## src/rtl/iommu_arb_pkg.sv

```systemverilog
// Shared types and widths for the IOMMU request arbiter.
package iommu_arb_pkg;

  typedef enum logic [1:0] {IDLE, ISSUE, RELEASE, RESP} arb_state_t;

  localparam int DVA_W  = 32;
  localparam int PA_W   = 32;
  localparam int STAT_W = 16;

endpackage

```

## src/rtl/iommu_rr_picker.sv

```systemverilog
// Combinational round-robin picker: first set request at or above rr_ptr, with wrap.
module iommu_rr_picker #(
  parameter int NUM_DEV = 4,
  parameter int PTR_W   = $clog2(NUM_DEV)
) (
  input  logic [NUM_DEV-1:0] req,
  input  logic [PTR_W-1:0]   rr_ptr,
  output logic               found,
  output logic [PTR_W-1:0]   win_idx,
  output logic [NUM_DEV-1:0] win_oh
);

  localparam logic [PTR_W:0] NUM_DEV_W = (PTR_W+1)'(NUM_DEV);

  logic [PTR_W:0]   sum;
  logic [PTR_W-1:0] cand;

  always_comb begin
    found   = 1'b0;
    win_idx = '0;
    sum     = '0;
    cand    = '0;
    for (int i = 0; i < NUM_DEV; i++) begin
      sum = {1'b0, rr_ptr} + (PTR_W+1)'(i);
      if (sum >= NUM_DEV_W)
        sum = sum - NUM_DEV_W;
      cand = sum[PTR_W-1:0];
      if (!found && req[cand]) begin
        found   = 1'b1;
        win_idx = cand;
      end
    end
    win_oh = found ? (NUM_DEV'(1) << win_idx) : '0;
  end

endmodule

```

## src/rtl/iommu_req_arbiter.sv

```systemverilog
// Round-robin arbiter sharing one IOMMU translate port among NUM_DEV devices.
// Optional per-device grant/fault counters when IOMMU_ARB_STATS_EN is defined.
module iommu_req_arbiter
  import iommu_arb_pkg::*;
#(
  parameter int NUM_DEV = 4,
  parameter int PTR_W   = $clog2(NUM_DEV)
) (
  input  logic                     clk,
  input  logic                     reset,
  input  logic [NUM_DEV-1:0]       dev_req,
  input  logic [NUM_DEV*DVA_W-1:0] dev_addr,
  input  logic [NUM_DEV-1:0]       dev_write_en,
  input  logic [NUM_DEV*32-1:0]    dev_wdata,
  output logic [NUM_DEV-1:0]       dev_ack,
  output logic [NUM_DEV-1:0]       dev_gnt,
  output logic [PA_W-1:0]          dev_paddr,
  output logic [31:0]              dev_rdata,
  output logic                     dev_fault,
  output logic [DVA_W-1:0]         iommu_daddr,
  output logic                     iommu_translate_request,
  output logic                     iommu_write_en,
  output logic [31:0]              iommu_write_data,
  input  logic [PA_W-1:0]          iommu_paddr,
  input  logic [31:0]              iommu_data_out,
  input  logic                     iommu_translation_done,
  input  logic                     iommu_fault
`ifdef IOMMU_ARB_STATS_EN
  ,
  output logic [NUM_DEV*STAT_W-1:0] stat_gnt_cnt,
  output logic [NUM_DEV*STAT_W-1:0] stat_fault_cnt,
  input  logic                      stat_clear
`endif
);

  localparam logic [PTR_W-1:0] LAST_IDX = PTR_W'(NUM_DEV - 1);

  arb_state_t         state, state_nxt;
  logic               found;
  logic [PTR_W-1:0]   win_idx;
  logic [NUM_DEV-1:0] win_oh;
  logic [PTR_W-1:0]   rr_ptr;
  logic [PTR_W-1:0]   gnt_idx;
  logic [PA_W-1:0]    cap_paddr;
  logic [31:0]        cap_rdata;
  logic               cap_fault;

  iommu_rr_picker #(
    .NUM_DEV (NUM_DEV),
    .PTR_W   (PTR_W)
  ) u_picker (
    .req     (dev_req),
    .rr_ptr  (rr_ptr),
    .found   (found),
    .win_idx (win_idx),
    .win_oh  (win_oh)
  );

  always_ff @(posedge clk) begin
    if (reset) state <= IDLE;
    else       state <= state_nxt;
  end

  always_comb begin
    state_nxt = state;
    case (state)
      IDLE:    if (found)                   state_nxt = ISSUE;
      ISSUE:   if (iommu_translation_done)  state_nxt = RELEASE;
      RELEASE: if (!iommu_translation_done) state_nxt = RESP;
      RESP:                                 state_nxt = IDLE;
      default:                              state_nxt = IDLE;
    endcase
  end

  // Owner's request fields are latched once at grant and held until the next grant.
  always_ff @(posedge clk) begin
    if (reset) begin
      rr_ptr                  <= '0;
      gnt_idx                 <= '0;
      dev_gnt                 <= '0;
      dev_ack                 <= '0;
      dev_paddr               <= '0;
      dev_rdata               <= '0;
      dev_fault               <= 1'b0;
      iommu_daddr             <= '0;
      iommu_translate_request <= 1'b0;
      iommu_write_en          <= 1'b0;
      iommu_write_data        <= '0;
      cap_paddr               <= '0;
      cap_rdata               <= '0;
      cap_fault               <= 1'b0;
    end else begin
      case (state)
        IDLE: if (found) begin
          gnt_idx                 <= win_idx;
          dev_gnt                 <= win_oh;
          iommu_daddr             <= dev_addr[win_idx*DVA_W +: DVA_W];
          iommu_write_en          <= dev_write_en[win_idx];
          iommu_write_data        <= dev_wdata[win_idx*32 +: 32];
          iommu_translate_request <= 1'b1;
        end
        ISSUE: if (iommu_translation_done) begin
          cap_paddr               <= iommu_paddr;
          cap_rdata               <= iommu_data_out;
          cap_fault               <= iommu_fault;
          iommu_translate_request <= 1'b0;
        end
        RELEASE: if (!iommu_translation_done) begin
          dev_ack   <= dev_gnt;
          dev_paddr <= cap_paddr;
          dev_rdata <= cap_rdata;
          dev_fault <= cap_fault;
        end
        RESP: begin
          dev_ack <= '0;
          dev_gnt <= '0;
          rr_ptr  <= (gnt_idx == LAST_IDX) ? '0 : gnt_idx + PTR_W'(1);
        end
        default: ;
      endcase
    end
  end

`ifdef IOMMU_ARB_STATS_EN
  localparam logic [STAT_W-1:0] STAT_MAX = '1;

  logic [STAT_W-1:0] gnt_cnt   [NUM_DEV];
  logic [STAT_W-1:0] fault_cnt [NUM_DEV];

  for (genvar g = 0; g < NUM_DEV; g++) begin : g_stat
    // Clear takes priority over any increment in the same cycle.
    always_ff @(posedge clk) begin
      if (reset || stat_clear) begin
        gnt_cnt[g]   <= '0;
        fault_cnt[g] <= '0;
      end else begin
        if (state == IDLE && found && win_idx == PTR_W'(g) && gnt_cnt[g] != STAT_MAX)
          gnt_cnt[g] <= gnt_cnt[g] + STAT_W'(1);
        if (state == RESP && cap_fault && gnt_idx == PTR_W'(g) && fault_cnt[g] != STAT_MAX)
          fault_cnt[g] <= fault_cnt[g] + STAT_W'(1);
      end
    end
    assign stat_gnt_cnt[g*STAT_W +: STAT_W]   = gnt_cnt[g];
    assign stat_fault_cnt[g*STAT_W +: STAT_W] = fault_cnt[g];
  end
`endif

endmodule

```

## config.mk

```make
export PLATFORM = sky130hd
export DESIGN_NAME = iommu_req_arbiter
export DESIGN_NICKNAME = d
export VERILOG_FILES = /design/src/rtl/iommu_arb_pkg.sv /design/src/rtl/iommu_rr_picker.sv /design/src/rtl/iommu_req_arbiter.sv
export SDC_FILE = /design/constraint.sdc
export NUM_CORES = 1
export LEC_CHECK = 0
export ABC_CLOCK_PERIOD_IN_PS = 2300
export BUFFER_PORTS_ARGS = -buffer_cell sky130_fd_sc_hd__buf_2
export CAP_MARGIN = 25
export CELL_PAD_IN_SITES_DETAIL_PLACEMENT = 1
export CELL_PAD_IN_SITES_GLOBAL_PLACEMENT = 2
export CORE_UTILIZATION = 23
export DETAILED_ROUTE_END_ITERATION = 12
export PLACE_DENSITY_LB_ADDON = 0.1
export SLEW_MARGIN = 20
export SYNTH_ARGS = -nofsm -noshare
export SYNTH_HDL_FRONTEND = slang
export SYNTH_HIERARCHICAL = 1
export SYNTH_SLANG_ARGS = --single-unit
```

## constraint.sdc

```tcl
create_clock -name clk -period 2.3 [get_ports clk]
set_clock_uncertainty 0.05 [all_clocks]
set_input_delay 0.46 -clock clk [delete_from_list [all_inputs] [get_ports clk]]
set_output_delay 0.46 -clock clk [all_outputs]
set_load 0.02 [all_outputs]
```

==> results.py, run 1 <==
metrics = {
    "outcome": {
        "status": "finished clean",
    },
    "route": {
        "drtAntennaViolNets": 0,
        "wl_per_cell_um": 19.6,
        "first_pass_iters": 4,
        "via_per_inst": 4.52,
        "num_vias": 9347,
        "drc": 0,
        "drtIter0Drc": 382,
        "routed_wl_mm": 40.6,
    },
    "timing": {
        "clock.fmax_ghz": 0.451,
        "hold_viol": 0,
        "slew_headroom_pct": 65.7,
        "rsz0062_at_grt": "no",
        "report.final.setup_viol": 0,
        "fin_crit_sh_pct": 96.3,
        "tightest_slew_ps": 514,
        "fin_crit_ps": 2210,
        "drv_slew": 0,
    },
    "cts": {
        "root_buffer": "clkbuf_16",
        "path_clk_slew_ps": 60,
        "insertion_delay_ps": 530,
        "cts.sinks": 210,
        "cts_buffers": 27,
        "clockBufferDepth": 3,
        "cts_tree": "done",
        "h-tree-depth": 1,
        "hold_buffers": 0,
    },
    "critical_path": {
        "endpoint_kind": "flip-flop",
        "r2r_cells": 9,
        "crit_path_max_fanout": 6,
        "r2r_start": "rr_ptr[1]",
        "worstPathRequired_ps": 2680,
        "startpoint_type": "flip-flop",
        "slowest_delay_ps": 360,
        "critPathMostFrequentCell": "clkbuf_16",
        "crit_chain": "mux2i_1, nor2_1, a311oi_4, buf_6, buf_12, clkbuf_16, clkbuf_16, mux2_4, a221o_1",
        "r2r-end": "iommu_daddr[18]",
        "cp_data_arrival_time_ps": 2590,
        "cp_num_buf_inv": 4,
        "cp_top_family": "buffers and inverters",
        "cp_slowest_cell": "dfxtp_2",
        "rrSetupSlack_ps": 90,
        "path_class": "flip-flop to flip-flop",
    },
    "synth": {
        "syn_nets": 1382,
        "yosys_warnings": 6,
        "synth_compound_area_share_pct": 17.4,
        "synth_mux_area_share_pct": 16.2,
        "synth-xor-area-share_pct": 0,
        "synth_seq_cells": 210,
        "ys_seq_area_share_pct": 45.3,
        "synthAdderAreaFrac_pct": 0.809,
        "yosys.area_share.simple_pct": 14.9,
        "synthesis.area_mm2": 0.00928,
        "yosys_most_used_dff": "dfxtp_1",
        "syn_area_per_cell_um2": 8.89,
        "synth_edf_count": 0,
        "synthCells": 1044,
        "synth_top_family_by_area": "compound AO/OA/AOI/OAI gates",
        "synth_cell_type_count": 39,
        "async_flop_share_pct": 0,
    },
    "cells_and_area": {
        "syn_to_final_growth_pct": 49.0,
        "fin_util_pct": 34.8,
        "fin_area_mm2": 0.0138,
        "nNetsFinal": 1846,
        "drive_gt1_share_pct": 41.9,
        "fillers": 4701,
    },
    "worst_hold_path": {
        "hp-start": "iommu_paddr[2]",
        "hold_class": "input port to flip-flop",
        "hold_end": "cap_paddr[2]",
        "min_path_cells": 3,
    },
    "die": {
        "rows": 73,
        "die_area_mm2": 0.0411,
        "die_h_um": 203,
        "start_util_pct": 23.3,
        "core_area_mm2": 0.0397,
        "dieWidth_um": 203,
        "pin_count": 471,
    },
    "global_routing": {
        "antenna_found_initial": 30,
        "grt_use_total_pct": 18.6,
        "grt_pass1_vias": 9741,
        "grt_max_degree": 91,
        "grt_overflow": 0,
        "grt_pass1_wl_mm": 59.0,
    },
    "power": {
        "ir_drop_uv": 402,
        "p_per_area_mw_per_mm2": 962,
        "leakage_uw": 0.00618,
    },
    "placed_design": {
        "numPortBuffers": 470,
        "dp_hpwl_mm": 28.8,
        "gp_congestion": 0.820,
        "post_dp_cell_area_mm2": 0.0124,
    },
    "run": {
        "cap_violations": 0,
    },
}
## cells in the final DEF, fill, tap and decap left out, types with 2 or more instances in the layout
| cell | n |
|---|---|
| a21boi_0 | 2 |
| a21oi_1 | 138 |
| a221o_1 | 65 |
| a2bb2oi_1 | 8 |
| and2_1 | 2 |
| buf_12 | 19 |
| buf_16 | 5 |
| buf_2 | 469 |
| buf_4 | 19 |
| buf_6 | 3 |
| bufinv_16 | 5 |
| clkbuf_16 | 35 |
| clkbuf_8 | 7 |
| clkinv_2 | 7 |
| dfxtp_1 | 209 |
| diode_2 | 16 |
| ha_1 | 6 |
| inv_1 | 13 |
| mux2_1 | 13 |
| mux2_2 | 26 |
| mux2_4 | 26 |
| mux2i_1 | 65 |
| mux2i_2 | 3 |
| nand2_1 | 265 |
| nand2b_1 | 3 |
| nand3_1 | 3 |
| nor2_1 | 75 |
| o21ai_0 | 3 |
| o221a_2 | 2 |
| o32ai_1 | 8 |
## sequential cells by signal, summed over array words and instances (netlist names)
| signal | cells |
|---|---|
| cap_fault | 1 |
| cap_paddr | 32 |
| cap_rdata | 32 |
| dev_ack | 4 |
| dev_fault | 1 |
| dev_gnt | 4 |
| dev_paddr | 32 |
| dev_rdata | 32 |
| gnt_idx | 2 |
| iommu_daddr | 32 |
| iommu_translate_request | 1 |
| iommu_write_data | 32 |
| iommu_write_en | 1 |
| rr_ptr | 2 |
| state | 2 |
## worst reg2reg max path, stage by stage (launching register included)
cell and delay, ps:
dfxtp_2 360, mux2i_1 180, nor2_1 80, a311oi_4 220, buf_6 160, buf_12 110, clkbuf_16 180, clkbuf_16 170
mux2_4 290, a221o_1 310
## routing by layer
| metal | up-vias | wire length [um] | GRT usage (%) |
|---|---|---|---|
| li1 | 4577 | - | - |
| met4 | 22 | 1260 | 7.25 |
| met2 | 284 | 19900 | 31.9 |
| met3 | 86 | 3010 | 6.16 |
| met5 | - | 152 | 0 |
| met1 | 4378 | 16300 | 21.2 |
## metrics by stage
| stage | setup TNS (ps) | std cells | setup slack, ps | total power (uW) | hold slack [ps] |
|---|---|---|---|---|---|
| after detailed placement | -1730 | 1989 | -70.1 | 8620 | 394 |
| after global routing | 0 | 2062 | 6.04 | 14000 | 86.3 |
| after CTS | 0 | 2037 | 49.7 | 13400 | 73.1 |
| after floorplan | 0 | 1044 | 79.5 | 6910 | 382 |
| after global placement | -1620 | 1989 | -65.1 | 8590 | 390 |
| final | 0 | 2068 | 85.1 | 13300 | 109 |
## power by group
group | switching [uW] | internal (uW)
clock network | 1710 | 2920
registers | 323 | 4230
logic | 2370 | 1740
total | 4410 | 8890
## worst max path at each step
stage / startpoint / to / slack, ps / cells past startpoint
after floorplan: dev_req[0] / iommu_daddr[10] / 80 / 9
after global placement: dev_req[2] / iommu_daddr[5] / -70 / 8
after detailed placement: dev_req[2] / iommu_write_data[31] / -70 / 8
after CTS: rr_ptr[1] / iommu_daddr[4] / 50 / 7
after global routing: rr_ptr[1] / iommu_daddr[6] / 6 / 10
final: rr_ptr[1] / iommu_daddr[18] / 90 / 9
## synthesized netlist by cell type (all sizes together), types with 5 or more instances
library cell    n  share of area (%)
mux2           65                8.9
a2bb2oi         8               0.76
mux2i          68                7.3
buf            62                3.7
a221o          65                7.0
inv            13               0.53
nand2         266                 11
nor2           75                3.0
dfxtp         210                 45
a21oi         140                7.6
nand2b          5               0.34
clkbuf         26                1.1
o32ai           8               0.76
ha              6               0.81
## logic make-up (layout without fill, tap and decap cells)
family | Yosys count | after routing
adders and majority gates | 6 | 6
DFF | 210 | 210
and+or+nand+nor | 358 | 358
muxes | 133 | 133
AOI/OAI and AO/OA | 236 | 236
buffers and inverters | 101 | 584
other | 0 | 16
## final cells by class
| class | instances | area, um2 | share of cell area (%) |
|---|---|---|---|
| Clock inverter | 14 | 201 | 1.46 |
| Timing Repair Buffer | 523 | 3240 | 23.5 |
| Multi-Input combinational cell | 733 | 4660 | 33.7 |
| Sequential cell | 210 | 4210 | 30.4 |
| Antenna cell | 16 | 40.0 | 0.290 |
| Tap cell | 525 | 657 | 4.75 |
| Inverter | 13 | 48.8 | 0.353 |
| Clock buffer | 34 | 772 | 5.58 |
## repair_timing
action / CTS / global route
setup buffers: 0 / 7
endpoints found under the hold margin: 0 / 0
gates resized for setup: 0 / 18
endpoints found under the setup margin: 0 / 14
(Power assumes the default switching activity.)
==> run 2, diff against run 1 <==
Settings changed: CORE_UTILIZATION 23 to 21, SLEW_MARGIN 20 to 25, SYNTH_HIERARCHICAL 1 to default.
==> run 2 against run 1 <==
Effect of this change:
- synthesized cell count increased by 1.2%
- sequential power increased by 4%
- maximum frequency increased by 1.5%
- non-clock buffer count decreased by 22
- first-iteration DRC count increased by 67%
- setup slack improved by 33 ps
- global-route usage increased by 1.4 points
- total power increased by 9.6%
- register-to-register slack improved by 30 ps
- clock-buffer cell count increased by 3
- core utilization decreased by 3.1 points
- area after synthesis decreased by 8.0%
==> results.py, run 2 <==
metrics = {
    "outcome": {
        "status": "finished clean",
    },
    "timing": {
        "fin_crit_ps": 2180,
        "rsz0062_at_grt": "no",
        "report.final.setup_viol": 0,
        "tightest_slew_ps": 785,
        "worst_hold_slack_ps": 84.5,
        "fin_crit_sh_pct": 94.9,
        "drv_slew": 0,
        "slew_headroom_pct": 47.6,
        "hold_viol": 0,
        "clock.fmax_ghz": 0.458,
    },
    "cts": {
        "cts_tree": "done",
        "insertion_delay_ps": 560,
        "hold_buffers": 0,
        "clockBufferDepth": 3,
        "post_cts_resized": 0,
        "cts_buffers": 28,
        "cts.sinks": 210,
        "h-tree-depth": 1,
        "root_buffer": "clkbuf_16",
        "path_clk_slew_ps": 60,
        "post_cts_buffers": 0,
    },
    "route": {
        "num_vias": 9671,
        "drtIter0Drc": 638,
        "routed_wl_mm": 43.0,
        "drtAntennaViolNets": 0,
        "first_pass_iters": 7,
        "via_per_inst": 4.73,
        "drc": 0,
        "wl_per_cell_um": 21.0,
    },
    "synth": {
        "async_flop_share_pct": 0,
        "syn_area_per_cell_um2": 8.08,
        "synthesis.area_mm2": 0.00854,
        "syn_nets": 1394,
        "synth.area.top_cells": "dfxtp_1 (49%), a21oi_1 (12%), nand2_1 (12%)",
        "synth_area_leader_cell": "dfxtp_1",
        "synthCells": 1057,
        "yosys_most_used_dff": "dfxtp_1",
        "synth_top_area_share_pct": 49.2,
        "yosysMostFrequentCell": "nand2_1",
        "synth_cell_type_count": 30,
        "synth_seq_cells": 210,
        "synth_edf_count": 0,
        "ys_seq_area_share_pct": 49.2,
        "yosys_warnings": 0,
        "ys_top_cells_by_count": "nand2_1 (274), dfxtp_1 (210), a21oi_1 (208)",
    },
    "power": {
        "ir_drop_uv": 487,
        "leakage_uw": 0.00545,
        "p_per_area_mw_per_mm2": 1150,
        "power_uw": 14600,
    },
    "cells_and_area": {
        "fillers": 4872,
        "final_common_cell": "buf_2",
        "final_cell_mix": "buf_2 (469), nand2_1 (272), dfxtp_1 (209)",
        "syn_to_final_growth_pct": 48.2,
        "nNetsFinal": 1827,
        "drive_gt1_share_pct": 37.2,
    },
    "critical_path": {
        "startpoint_type": "flip-flop",
        "cp_top_family": "compound AO/OA/AOI/OAI gates",
        "worstPathRequired_ps": 2650,
        "slowest_delay_ps": 620,
        "crit_chain": "nand2b_1, a31oi_1, o22ai_4, buf_4, a222oi_1, a211oi_1",
        "cp_num_buf_inv": 1,
        "path_class": "flip-flop to flip-flop",
        "cp_data_arrival_time_ps": 2530,
        "crit_path_max_fanout": 14,
        "endpoint_kind": "flip-flop",
        "cp_slowest_cell": "a222oi_1",
    },
    "run": {
        "cap_violations": 0,
    },
    "global_routing": {
        "grt_max_degree": 48,
        "grt_pass1_vias": 9777,
        "grt_pass1_wl_mm": 63.4,
        "antenna_found_initial": 11,
        "grt_overflow": 0,
        "grt_use_total_pct": 20.0,
    },
    "die": {
        "core_area_mm2": 0.0399,
        "die_h_um": 204,
        "rows": 73,
        "start_util_pct": 21.4,
        "dieWidth_um": 204,
        "pin_count": 471,
        "die_area_mm2": 0.0415,
    },
    "placed_design": {
        "dp_hpwl_mm": 31.0,
        "numPortBuffers": 470,
        "gp_congestion": 0.867,
    },
    "worst_hold_path": {
        "hold_class": "input port to flip-flop",
    },
}
[run 2: cell count changes after synthesis, moves of 8 or more]
cell      delta
buf_2       -27
clkbuf_1    +39
a21oi_1     +68
o21ai_0      +8
mux2_2      -26
mux2_1      -15
o32ai_1      -8
a222oi_1    +65
mux2_4      -24
a221o_1     -65
mux2i_1     -66
a211oi_1    +65
nand2_1      +8
[run 2: worst register-to-register path: stages, from the launching register on]
cell and delay (ps):
dfxtp_1 320, nand2b_1 160, a31oi_1 280, o22ai_4 200
buf_4 240, a222oi_1 620, a211oi_1 150
[run 2: worst paths after layout]
path | start | endpoint | slack (ps) | depth (start not counted)
worst max-delay path | rr_ptr[0] | iommu_daddr[28] | 120 | 6
worst max register to register | rr_ptr[0] | iommu_daddr[28] | 120 | 6
worst min-delay path | iommu_data_out[10] | cap_rdata[10] | 80 | 3
worst min register to register | cap_paddr[8] | dev_paddr[8] | 390 | 2
[run 2: area by class of cell]
class | instances | area [um2] | area share, %
flip-flops and latches | 210 | 4210 | 33.2
multi-input cells | 740 | 3910 | 30.9
repair buffers | 501 | 2810 | 22.2
clock buffers | 37 | 805 | 6.36
well taps | 525 | 657 | 5.19
clock inverters | 15 | 214 | 1.69
inverters | 9 | 33.8 | 0.267
diodes | 8 | 20.0 | 0.158
[run 2: per-layer routing]
metal	global-route usage [%]	part of all wire, %	vias up
li1	-	-	4640
met1	23.7	41	4665
met2	35.8	51	318
met3	4.46	6.2	46
met4	5.67	1.8	2
met5	0	0.040	-
[run 2: per-stage QoR]
step | setup TNS (ps) | cell area, um2 | util, % | instances | setup WS, ps
final | 0 | 12600 | 31.7 | 2045 | 118
after global routing | 0 | 12600 | 31.7 | 2043 | 7.53
after CTS | 0 | 12600 | 31.6 | 2037 | 64.0
after detailed placement | -57.8 | 11600 | 29.1 | 1985 | -57.8
after global placement | -51.0 | 11600 | 29.1 | 1985 | -51.0
after floorplan | 0 | 8540 | - | 1057 | 498
[run 2: cell families (layout without fill, tap and decap cells)]
logic type      count (synthesis)  after routing  synth area share [%]
buf+inv                       107            562                  5.66
fa+ha+maj                       5              5                 0.733
compound gates                362            362                  27.4
other cells                     0              8                     0
flops                         210            210                  49.2
mux                             2              2                 0.235
simple gates                  371            371                  16.7
[run 2: report_power, final]
group	internal, uW	switching [uW]
combinational	1790	3320
clock	3010	1760
sequential	4320	384
total	9120	5460
